**src/rtl/lsu_mem_master.sv**
```systemverilog
// Load/store initiator: turns one RISC-V load/store into one or two
// word-aligned memory accesses and returns extended load data.
module lsu_mem_master #(
   parameter int Width = 32
) (
   input  logic             clk,
   input  logic             rst,
   input  logic             req_valid,
   output logic             req_ready,
   input  logic             req_write,
   input  logic [2:0]       req_funct3,
   input  logic [Width-1:0] req_addr,
   input  logic [Width-1:0] req_wdata,
   output logic             resp_valid,
   output logic [Width-1:0] resp_rdata,
   output logic             resp_err,
   output logic             MemRead,
   output logic             MemWrite,
   output logic [Width-1:0] mem_addr,
   output logic [Width-1:0] mem_wdata,
   output logic [3:0]       mem_be,
   input  logic             mem_ready,
   input  logic [Width-1:0] mem_rdata
);

   typedef enum logic [1:0] {
      IDLE = 2'd0,
      ACC0 = 2'd1,
      ACC1 = 2'd2,
      RESP = 2'd3
   } state_t;

   state_t r_state;
   state_t w_state_nxt;

   logic             r_write;
   logic [2:0]       r_f3;
   logic [Width-1:0] r_addr;
   logic [Width-1:0] r_wdata;
   logic [Width-1:0] r_rd0;
   logic [Width-1:0] r_rdata;
   logic             r_err;

   logic               w_f3_ok;
   logic [3:0]         w_mask;
   logic [7:0]         w_be8;
   logic               w_split;
   logic [2*Width-1:0] w_wd64;
   logic [2*Width-1:0] w_sh64;
   logic [Width-1:0]   w_lo;
   logic [Width-1:0]   w_hi;
   logic [Width-1:0]   w_ext;
   logic [Width-1:0]   w_ld;
   logic [Width-1:0]   w_addr0;
   logic [Width-1:0]   w_addr1;
   logic               w_done;
   logic [4:0]         w_shamt;

   always_comb begin
      w_f3_ok = 1'b0;
      case (req_funct3)
         3'b000, 3'b001, 3'b010: w_f3_ok = 1'b1;
         3'b100, 3'b101:         w_f3_ok = !req_write;
         default:                w_f3_ok = 1'b0;
      endcase
   end

   always_comb begin
      w_mask = 4'b1111;
      case (r_f3[1:0])
         2'b00:   w_mask = 4'b0001;
         2'b01:   w_mask = 4'b0011;
         default: w_mask = 4'b1111;
      endcase
   end

   // Upper nibble of the shifted mask is the second-word portion.
   assign w_be8   = {4'b0000, w_mask} << r_addr[1:0];
   assign w_split = |w_be8[7:4];
   assign w_shamt = {r_addr[1:0], 3'b000};
   assign w_wd64  = {{Width{1'b0}}, r_wdata} << w_shamt;
   assign w_addr0 = {r_addr[Width-1:2], 2'b00};
   assign w_addr1 = {r_addr[Width-1:2] + 30'd1, 2'b00};

   assign w_lo   = (r_state == ACC1) ? r_rd0 : mem_rdata;
   assign w_hi   = (r_state == ACC1) ? mem_rdata : '0;
   assign w_sh64 = {w_hi, w_lo} >> w_shamt;

   always_comb begin
      w_ext = w_sh64[Width-1:0];
      case (r_f3)
         3'b000:  w_ext = {{24{w_sh64[7]}}, w_sh64[7:0]};
         3'b001:  w_ext = {{16{w_sh64[15]}}, w_sh64[15:0]};
         3'b100:  w_ext = {24'd0, w_sh64[7:0]};
         3'b101:  w_ext = {16'd0, w_sh64[15:0]};
         default: w_ext = w_sh64[Width-1:0];
      endcase
   end

   assign w_ld   = r_write ? '0 : w_ext;
   assign w_done = mem_ready &&
                   (((r_state == ACC0) && !w_split) ||
                    (r_state == ACC1));

   always_comb begin
      w_state_nxt = r_state;
      case (r_state)
         IDLE: begin
            if (req_valid) begin
               w_state_nxt = w_f3_ok ? ACC0 : RESP;
            end
         end
         ACC0: begin
            if (mem_ready) begin
               w_state_nxt = w_split ? ACC1 : RESP;
            end
         end
         ACC1: begin
            if (mem_ready) begin
               w_state_nxt = RESP;
            end
         end
         RESP:    w_state_nxt = IDLE;
         default: w_state_nxt = IDLE;
      endcase
   end

   always_ff @(posedge clk or posedge rst) begin
      if (rst) begin
         r_state <= IDLE;
         r_write <= 1'b0;
         r_f3    <= 3'd0;
         r_addr  <= '0;
         r_wdata <= '0;
         r_rd0   <= '0;
         r_rdata <= '0;
         r_err   <= 1'b0;
      end else begin
         r_state <= w_state_nxt;
         case (r_state)
            IDLE: begin
               if (req_valid) begin
                  r_write <= req_write;
                  r_f3    <= req_funct3;
                  r_addr  <= req_addr;
                  r_wdata <= req_wdata;
                  r_err   <= !w_f3_ok;
               end
            end
            ACC0: begin
               if (mem_ready) begin
                  r_rd0 <= mem_rdata;
               end
            end
            RESP: begin
               r_rdata <= '0;
               r_err   <= 1'b0;
            end
            default: ;
         endcase
         if (w_done) begin
            r_rdata <= w_ld;
         end
      end
   end

   always_comb begin
      req_ready  = (r_state == IDLE);
      resp_valid = (r_state == RESP);
      resp_rdata = r_rdata;
      resp_err   = r_err;
      MemRead    = 1'b0;
      MemWrite   = 1'b0;
      mem_addr   = '0;
      mem_wdata  = '0;
      mem_be     = 4'b0000;
      case (r_state)
         ACC0: begin
            MemRead   = !r_write;
            MemWrite  = r_write;
            mem_addr  = w_addr0;
            mem_be    = w_be8[3:0];
            mem_wdata = w_wd64[Width-1:0];
         end
         ACC1: begin
            MemRead   = !r_write;
            MemWrite  = r_write;
            mem_addr  = w_addr1;
            mem_be    = w_be8[7:4];
            mem_wdata = w_wd64[2*Width-1:Width];
         end
         default: ;
      endcase
   end

endmodule

```
**config.mk**
```make
export PLATFORM = sky130hd
export DESIGN_NAME = lsu_mem_master
export DESIGN_NICKNAME = d
export VERILOG_FILES = /design/src/rtl/lsu_mem_master.sv
export SDC_FILE = /design/constraint.sdc
export NUM_CORES = 1
export LEC_CHECK = 0
export CELL_PAD_IN_SITES_DETAIL_PLACEMENT = 2
export CELL_PAD_IN_SITES_GLOBAL_PLACEMENT = 2
export CORE_MARGIN = 5
export CORE_UTILIZATION = 33
export DETAILED_ROUTE_END_ITERATION = 16
export GPL_TIMING_DRIVEN = 0
export PLACE_DENSITY_LB_ADDON = 0.1
export SYNTH_ARGS = -nofsm -noshare
export SYNTH_HDL_FRONTEND = slang
export SYNTH_SLANG_ARGS = --single-unit
```
**constraint.sdc**
```tcl
create_clock -name clk -period 14 [get_ports clk]
set_input_delay 2.8 -clock clk [delete_from_list [all_inputs] [get_ports clk]]
set_output_delay 2.8 -clock clk [all_outputs]
set_load 0.02 [all_outputs]
```
==> results of run 1 <==
[where the power goes]
part	internal, mW	switching, mW
registers	0.581	0.192
logic	0.768	1.08
clock network	0.271	0.209
[flip-flops by register name (all words and copies together), names as in the netlist]
register	flops
resp_rdata	32
r_wdata	32
r_addr	32
resp_err	1
r_f3	3
r_rd0	32
r_write	1
r_state	2
[synth_stat cells, types with 2 or more instances]
cell	count	share of area, %
inv_1	11	0.48
a22o_1	8	0.82
a21boi_0	2	0.17
nor3_1	7	0.41
nor2b_1	16	1.2
o22ai_1	14	1.0
and2_1	16	1.2
a211oi_1	9	0.79
or2_2	4	0.29
ha_1	7	1.0
nand2_1	84	3.7
clkbuf_1	25	1.1
or3_1	3	0.22
nand2b_1	3	0.22
buf_1	16	0.70
mux2_2	121	16
mux2i_1	82	9.6
o211ai_1	19	1.7
or4_1	3	0.26
a21oi_1	36	2.1
a31oi_1	16	1.2
a32oi_1	14	1.4
o21ai_0	51	3.0
a211o_1	7	0.71
o41ai_1	2	0.20
nand4_1	6	0.44
buf_4	5	0.44
and3_1	7	0.51
a22oi_1	7	0.61
nor2_1	47	2.1
o311ai_0	6	0.61
dfrtp_1	135	39
o221ai_1	7	0.71
buf_2	20	1.2
o31ai_1	6	0.52
nand3_1	26	1.5
[stage by stage]
stage,power [mW],cell area [um^2]
floorplan,1.83,8590
global route,3.28,11700
CTS,3.11,11700
global placement,2.56,11100
finish,3.10,11700
detailed placement,2.60,11100
[final timing paths]
path,start,end,slack [ns],cells after the start
worst max-delay path,r_state[0],mem_addr[4],7.26,10
worst min-delay path,resp_rdata[4],resp_rdata[4],0.49,2
worst max register to register,r_state[0],resp_rdata[0],10.98,9
worst min register to register,resp_rdata[4],resp_rdata[4],0.49,2
max in group asynchronous,rst,r_rd0[23],10.35,3
min in group asynchronous,rst,r_wdata[20],2.80,2
[routing by layer]
metal | GRT usage [%] | part of all wire (%) | vias up
met4 | 5.10 | 1.1 | 2
met1 | 35.1 | 48 | 4210
li1 | - | - | 3692
met3 | 3.79 | 4.6 | 28
met5 | 0 | 0.036 | -
met2 | 39.6 | 46 | 213
[logic make-up (layout without fill, tap and decap cells)]
group | Yosys count | in the layout | synth area share, %
other | 1 | 2 | 0.0437
muxes | 203 | 203 | 25.4
xor gates and xnor gates | 1 | 1 | 0.102
and+or+nand+nor | 233 | 233 | 13.5
buffers and inverters | 79 | 318 | 4.05
AOI/OAI and AO/OA | 213 | 213 | 16.5
adders and majority gates | 7 | 7 | 1.02
DFF | 135 | 135 | 39.4
[area by class of cell]
class	count	area share [%]
inverters	12	0.428
plain buffers	67	2.59
clock inverters	15	1.54
well taps	335	3.58
clock buffers	17	3.63
multi-input cells	659	41.5
flip-flops and latches	135	28.9
repair buffers	207	17.9
[critical path: stages (launching register included)]
cell             delay (ns)
dfrtp_1                0.41
inv_1                  0.17
ha_1                   0.31
buf_4                  0.27
buf_4                  0.27
buf_2                  0.37
and2_0                 0.33
buf_2                  0.33
nand2_1                0.08
o21ai_0                0.29
clkdlybuf4s50_1        0.68
==> key figures, run 1 <==
Run status
  • Status: complete, no violations

Route
  • Routed vias: 8145
  • Via-per-instance ratio: 5.63
  • Routed WL per cell: 25.0 um
  • 1st-pass router iterations: 4
  • Post-DRT Antenna Nets: 0
  • Drt first-iter violations: 426
  • Residual DRC: 0
  • Routed WL: 36.1 mm

Clocking
  • Hold_buf cts: 0
  • Clk Latency, worst-skew pair: 0.44 ns
  • Post-CTS sizing: 0
  • Total setup buffers inserted after CTS: 0
  • CTS H-Tree Depth: 4
  • CTS tree: done
  • Clock tree sinks: 135
  • Clock Tree Buf Depth: 2
  • Total CTS buffers: 17
  • Clk slew on worst S/H paths: 0.07 ns
  • Clk root buf: clkbuf_16

Layout
  • Non-Filler Instances: 1447
  • Commonest non-fill, non-tap cell in the layout: clkdlybuf4s50_1
  • Final net count: 1210
  • Ant. Diodes: 0
  • Area grow syn2layout: 36.4%
  • Layout cells sized above 1: 17.6%
  • Area of the multi-input gates: 0.00486 mm^2
  • Fin util: 45.3%
  • Most frequent cells in the layout: clkdlybuf4s50_1 (206), dfrtp_1 (135), mux2_2 (121)
  • Seq. cell area: 0.00338 mm^2
  • Layout filler cell count: 2783

Floorplanning
  • Width of the die: 171 um
  • Starting Density: 33.2%
  • Core box area: 0.0258 mm^2
  • Top Ports: 209
  • DIE HEIGHT: 171 um
  • Cell Rows: 59
  • Full die area: 0.0293 mm^2

Global route
  • Pin count of the biggest net entering global routing: 80
  • GRT overflow: 0
  • Vias in the first global route: 8727
  • GRT Resource Usage Total: 24.5%
  • Antenna violations before repair: 1
  • Global-route wire length before repair: 54.6 mm

Worst hold path
  • Worst min path class: register to register

Power
  • Static Leak: 4.73 nW
  • PwrDens: 265 mW/mm^2
  • Maximum vdd drop: 0.0843 mV

Logic synthesis
  • Cell count after synthesis: 872
  • Yosys Warn Count: 0
  • Synthesis-stage register bit count: 135
  • Register area share after synthesis: 39.4%
  • Post-synthesis async set-or-reset flop share: 100%
  • Avg Inst Size Synth: 9.84 um^2
  • Netlist cell types: 60
  • Number of enable flip-flop cells after synthesis: 0
  • Ys flop type: dfrtp_1
  • Synth Cell Area: 0.00858 mm^2

STA
  • Max Clock Skew: 0.0150 ns
  • Setup violations, final: 0
  • Final setup TNS: 0 ns
  • Unrepaired setup endpoints after global routing: false
  • Worst setup margin: 7.26 ns
  • Endpoints failing hold: 0
  • Hold_ws: 0.485 ns
  • Period utilization: 48.1%
  • F_max: 148 MHz
  • Worst-Margin Slew: 1.08 ns
  • Max Slew Vio Count: 0
  • Max-slew headroom: 28.0%
  • Min Clock Period, post-route: 6.74 ns

Placement
  • Placed insts: 1415
  • Place WS: 7.72 ns
  • Number of port buffers: 206
  • Dpl hpwl: 27.0 mm
  • GPL Wtd Cong: 0.829

Job
  • Maxcap violations: 0

Critical path
  • Worst-path fanout max: 10
  • WS Path Type: register to output port
  • Worst Path Required: 11.20 ns
  • Crit. End Element: output port
  • Arrival @ worst endpoint: 3.94 ns
  • CP Launch Type: register
(Power assumes the default switching activity.)
==> run 2: changes to the inputs <==
--- a/config.mk
+++ b/config.mk
@@ -8,7 +8,7 @@
 export CELL_PAD_IN_SITES_DETAIL_PLACEMENT = 2
 export CELL_PAD_IN_SITES_GLOBAL_PLACEMENT = 2
 export CORE_MARGIN = 5
-export CORE_UTILIZATION = 33
+export CORE_UTILIZATION = 28
 export DETAILED_ROUTE_END_ITERATION = 16
 export GPL_TIMING_DRIVEN = 0
 export PLACE_DENSITY_LB_ADDON = 0.1
==> constraint.sdc (replaced) <==
create_clock -name clk -period 5.7 [get_ports clk]
set_input_delay 1.14 -clock clk [delete_from_list [all_inputs] [get_ports clk]]
set_output_delay 1.14 -clock clk [all_outputs]
set_load 0.02 [all_outputs]
==> run 2 against run 1 <==
Effect of this change: sequential share of layout area shrank 0.13 points; first-iteration DRC count down 26%; setup slack lost 6.7 ns; clock-buffer cell count did not move; routed wire length grew 4.0%; sequential power up 150%; utilization is 6.7 points lower; critical endpoint is now mem_addr[21]; largest cell class unchanged.
==> key figures, run 2 (synthesis results as in run 1) <==
Power
  • PwrDens: 645 mW/mm^2
  • Pint: 3.93 mW
  • Clock power frac: 15.0%
  • Sequential Power Share: 25.1%
  • Switching power: 3.65 mW
  • Combinational group share of total power: 59.9%
  • Maximum vdd drop: 0.282 mV
  • Static Leak: 4.72 nW
  • Switching share of power: 48.2%

Route
  • Post-DRT Antenna Nets: 0
  • Routed WL: 37.6 mm
  • Routed vias: 8042
  • Drt first-iter violations: 314
  • Via-per-instance ratio: 5.33
  • 1st-pass router iterations: 5
  • Residual DRC: 0
  • Routed WL per cell: 24.9 um

Clocking
  • Clk root buf: clkbuf_16
  • Clk slew on worst S/H paths: 0.07 ns
  • Post-CTS sizing: 0
  • Clock Tree Buf Depth: 2
  • CTS H-Tree Depth: 4
  • CTS tree: done
  • Clock tree sinks: 135
  • Total setup buffers inserted after CTS: 0
  • Total CTS buffers: 17
  • Clk Latency, worst-skew pair: 0.44 ns
  • Hold_buf cts: 0

Placement
  • Placed insts: 1476
  • Number of port buffers: 206
  • Dpl hpwl: 27.9 mm
  • GPL Wtd Cong: 0.808

Global route
  • Vias in the first global route: 8922
  • GRT Resource Usage Total: 22.0%
  • Antenna violations before repair: 2
  • Pin count of the biggest net entering global routing: 71
  • GRT overflow: 0
  • Global-route wire length before repair: 56.7 mm

Critical path
  • Arrival @ worst endpoint: 4.00 ns
  • R2R Setup Slk: 2.58 ns
  • CP Launch Type: register
  • Crit. End Element: output port
  • CP endpoint: mem_addr[21]
  • Worst flop-to-flop path startpoint: r_state[0]
  • WS Path Type: register to output port
  • Worst-path fanout max: 10
  • Worst Path Required: 4.56 ns
  • Worst-case reg-to-reg path depth: 9
  • Critical R2R Capture: resp_rdata[1]
  • Crit path from: r_state[0]

STA
  • Endpoints failing hold: 0
  • Final setup TNS: 0 ns
  • F_max: 195 MHz
  • Unrepaired setup endpoints after global routing: false
  • Period utilization: 90.2%
  • Min Clock Period, post-route: 5.14 ns
  • Max-slew headroom: 33.0%
  • Setup violations, final: 0
  • Max Clock Skew: 0.0161 ns
  • Worst-Margin Slew: 1.00 ns
  • Max Slew Vio Count: 0

Floorplanning
  • Width of the die: 185 um
  • DIE HEIGHT: 185 um
  • Core box area: 0.0304 mm^2
  • Top Ports: 209
  • Full die area: 0.0343 mm^2
  • Cell Rows: 64
  • Starting Density: 28.2%

Layout
  • Layout cells sized above 1: 17.6%
  • Layout filler cell count: 3344
  • Most frequent cells in the layout: clkdlybuf4s50_1 (206), dfrtp_1 (135), mux2_2 (121)
  • Non-Filler Instances: 1509
  • Final net count: 1210
  • Commonest non-fill, non-tap cell in the layout: clkdlybuf4s50_1
  • Area grow syn2layout: 37.0%
  • Fin util: 38.6%

Run status
  • Status: complete, no violations

Worst hold path
  • Worst min path class: register to register

Job
  • Maxcap violations: 0
-- run 2: worst min-delay path by stage --
stage	startpoint	end	slack (ns)	cells after the start
3_3_place_gp	resp_rdata[6]	resp_rdata[6]	0.47	2
2_1_floorplan	r_rd0[15]	r_rd0[15]	0.47	1
4_1_cts	resp_rdata[2]	resp_rdata[2]	0.49	2
5_1_grt	resp_rdata[8]	resp_rdata[8]	0.51	1
6_report	resp_rdata[3]	resp_rdata[3]	0.49	2
3_5_place_dp	resp_rdata[2]	resp_rdata[2]	0.48	2
-- run 2: power groups by stage --
stage                     Clock (mW)  Combinational [mW]  Sequential [mW]
after CTS                       1.17                4.58             1.90
after global routing            1.21                4.88             1.97
final                           1.14                4.54             1.90
after global placement             0                4.49             1.88
after detailed placement           0                4.56             1.91
after floorplan                    0                2.64             1.85
-- run 2: cell type report --
| type | instances | area (um^2) | share of cell area, % |
|---|---|---|---|
| antenna | 1 | 2.50 | 0.0213 |
| buffer | 67 | 303 | 2.58 |
| clock buffer | 17 | 425 | 3.62 |
| clock inverter | 15 | 155 | 1.32 |
| inverter | 12 | 50.0 | 0.426 |
| multi-input combinational | 659 | 4860 | 41.3 |
| sequential | 135 | 3380 | 28.7 |
| tap | 396 | 495 | 4.21 |
| timing repair buffer | 207 | 2090 | 17.8 |
-- run 2: critical path, cell delays in order, from the launching register on --
cell,delay [ns]
dfrtp_1,0.40
inv_1,0.16
ha_1,0.32
buf_4,0.27
buf_4,0.25
buf_2,0.40
and2_0,0.38
buf_2,0.33
nand4_1,0.13
o21ai_0,0.26
clkdlybuf4s50_1,0.65
-- run 2: through the flow --
stage          power [mW]  area, um^2  setup WS, ns  hold slack [ns]
2_1_floorplan        4.49        8590         0.949            0.474
3_3_place_gp         6.37       11100         -1.59            0.467
3_5_place_dp         6.46       11200          1.03            0.478
4_1_cts              7.65       11800         0.500            0.495
5_1_grt              8.06       11800         0.344            0.509
6_report             7.58       11800         0.560            0.488
-- run 2: routing by layer --
layer | share of wire (%) | global-route usage, % | routed length (um)
met1 | 47 | 30.1 | 17700
met2 | 48 | 36.4 | 18000
met3 | 3.8 | 3.52 | 1440
met4 | 1.4 | 5.31 | 508
met5 | 0.032 | 0 | 12
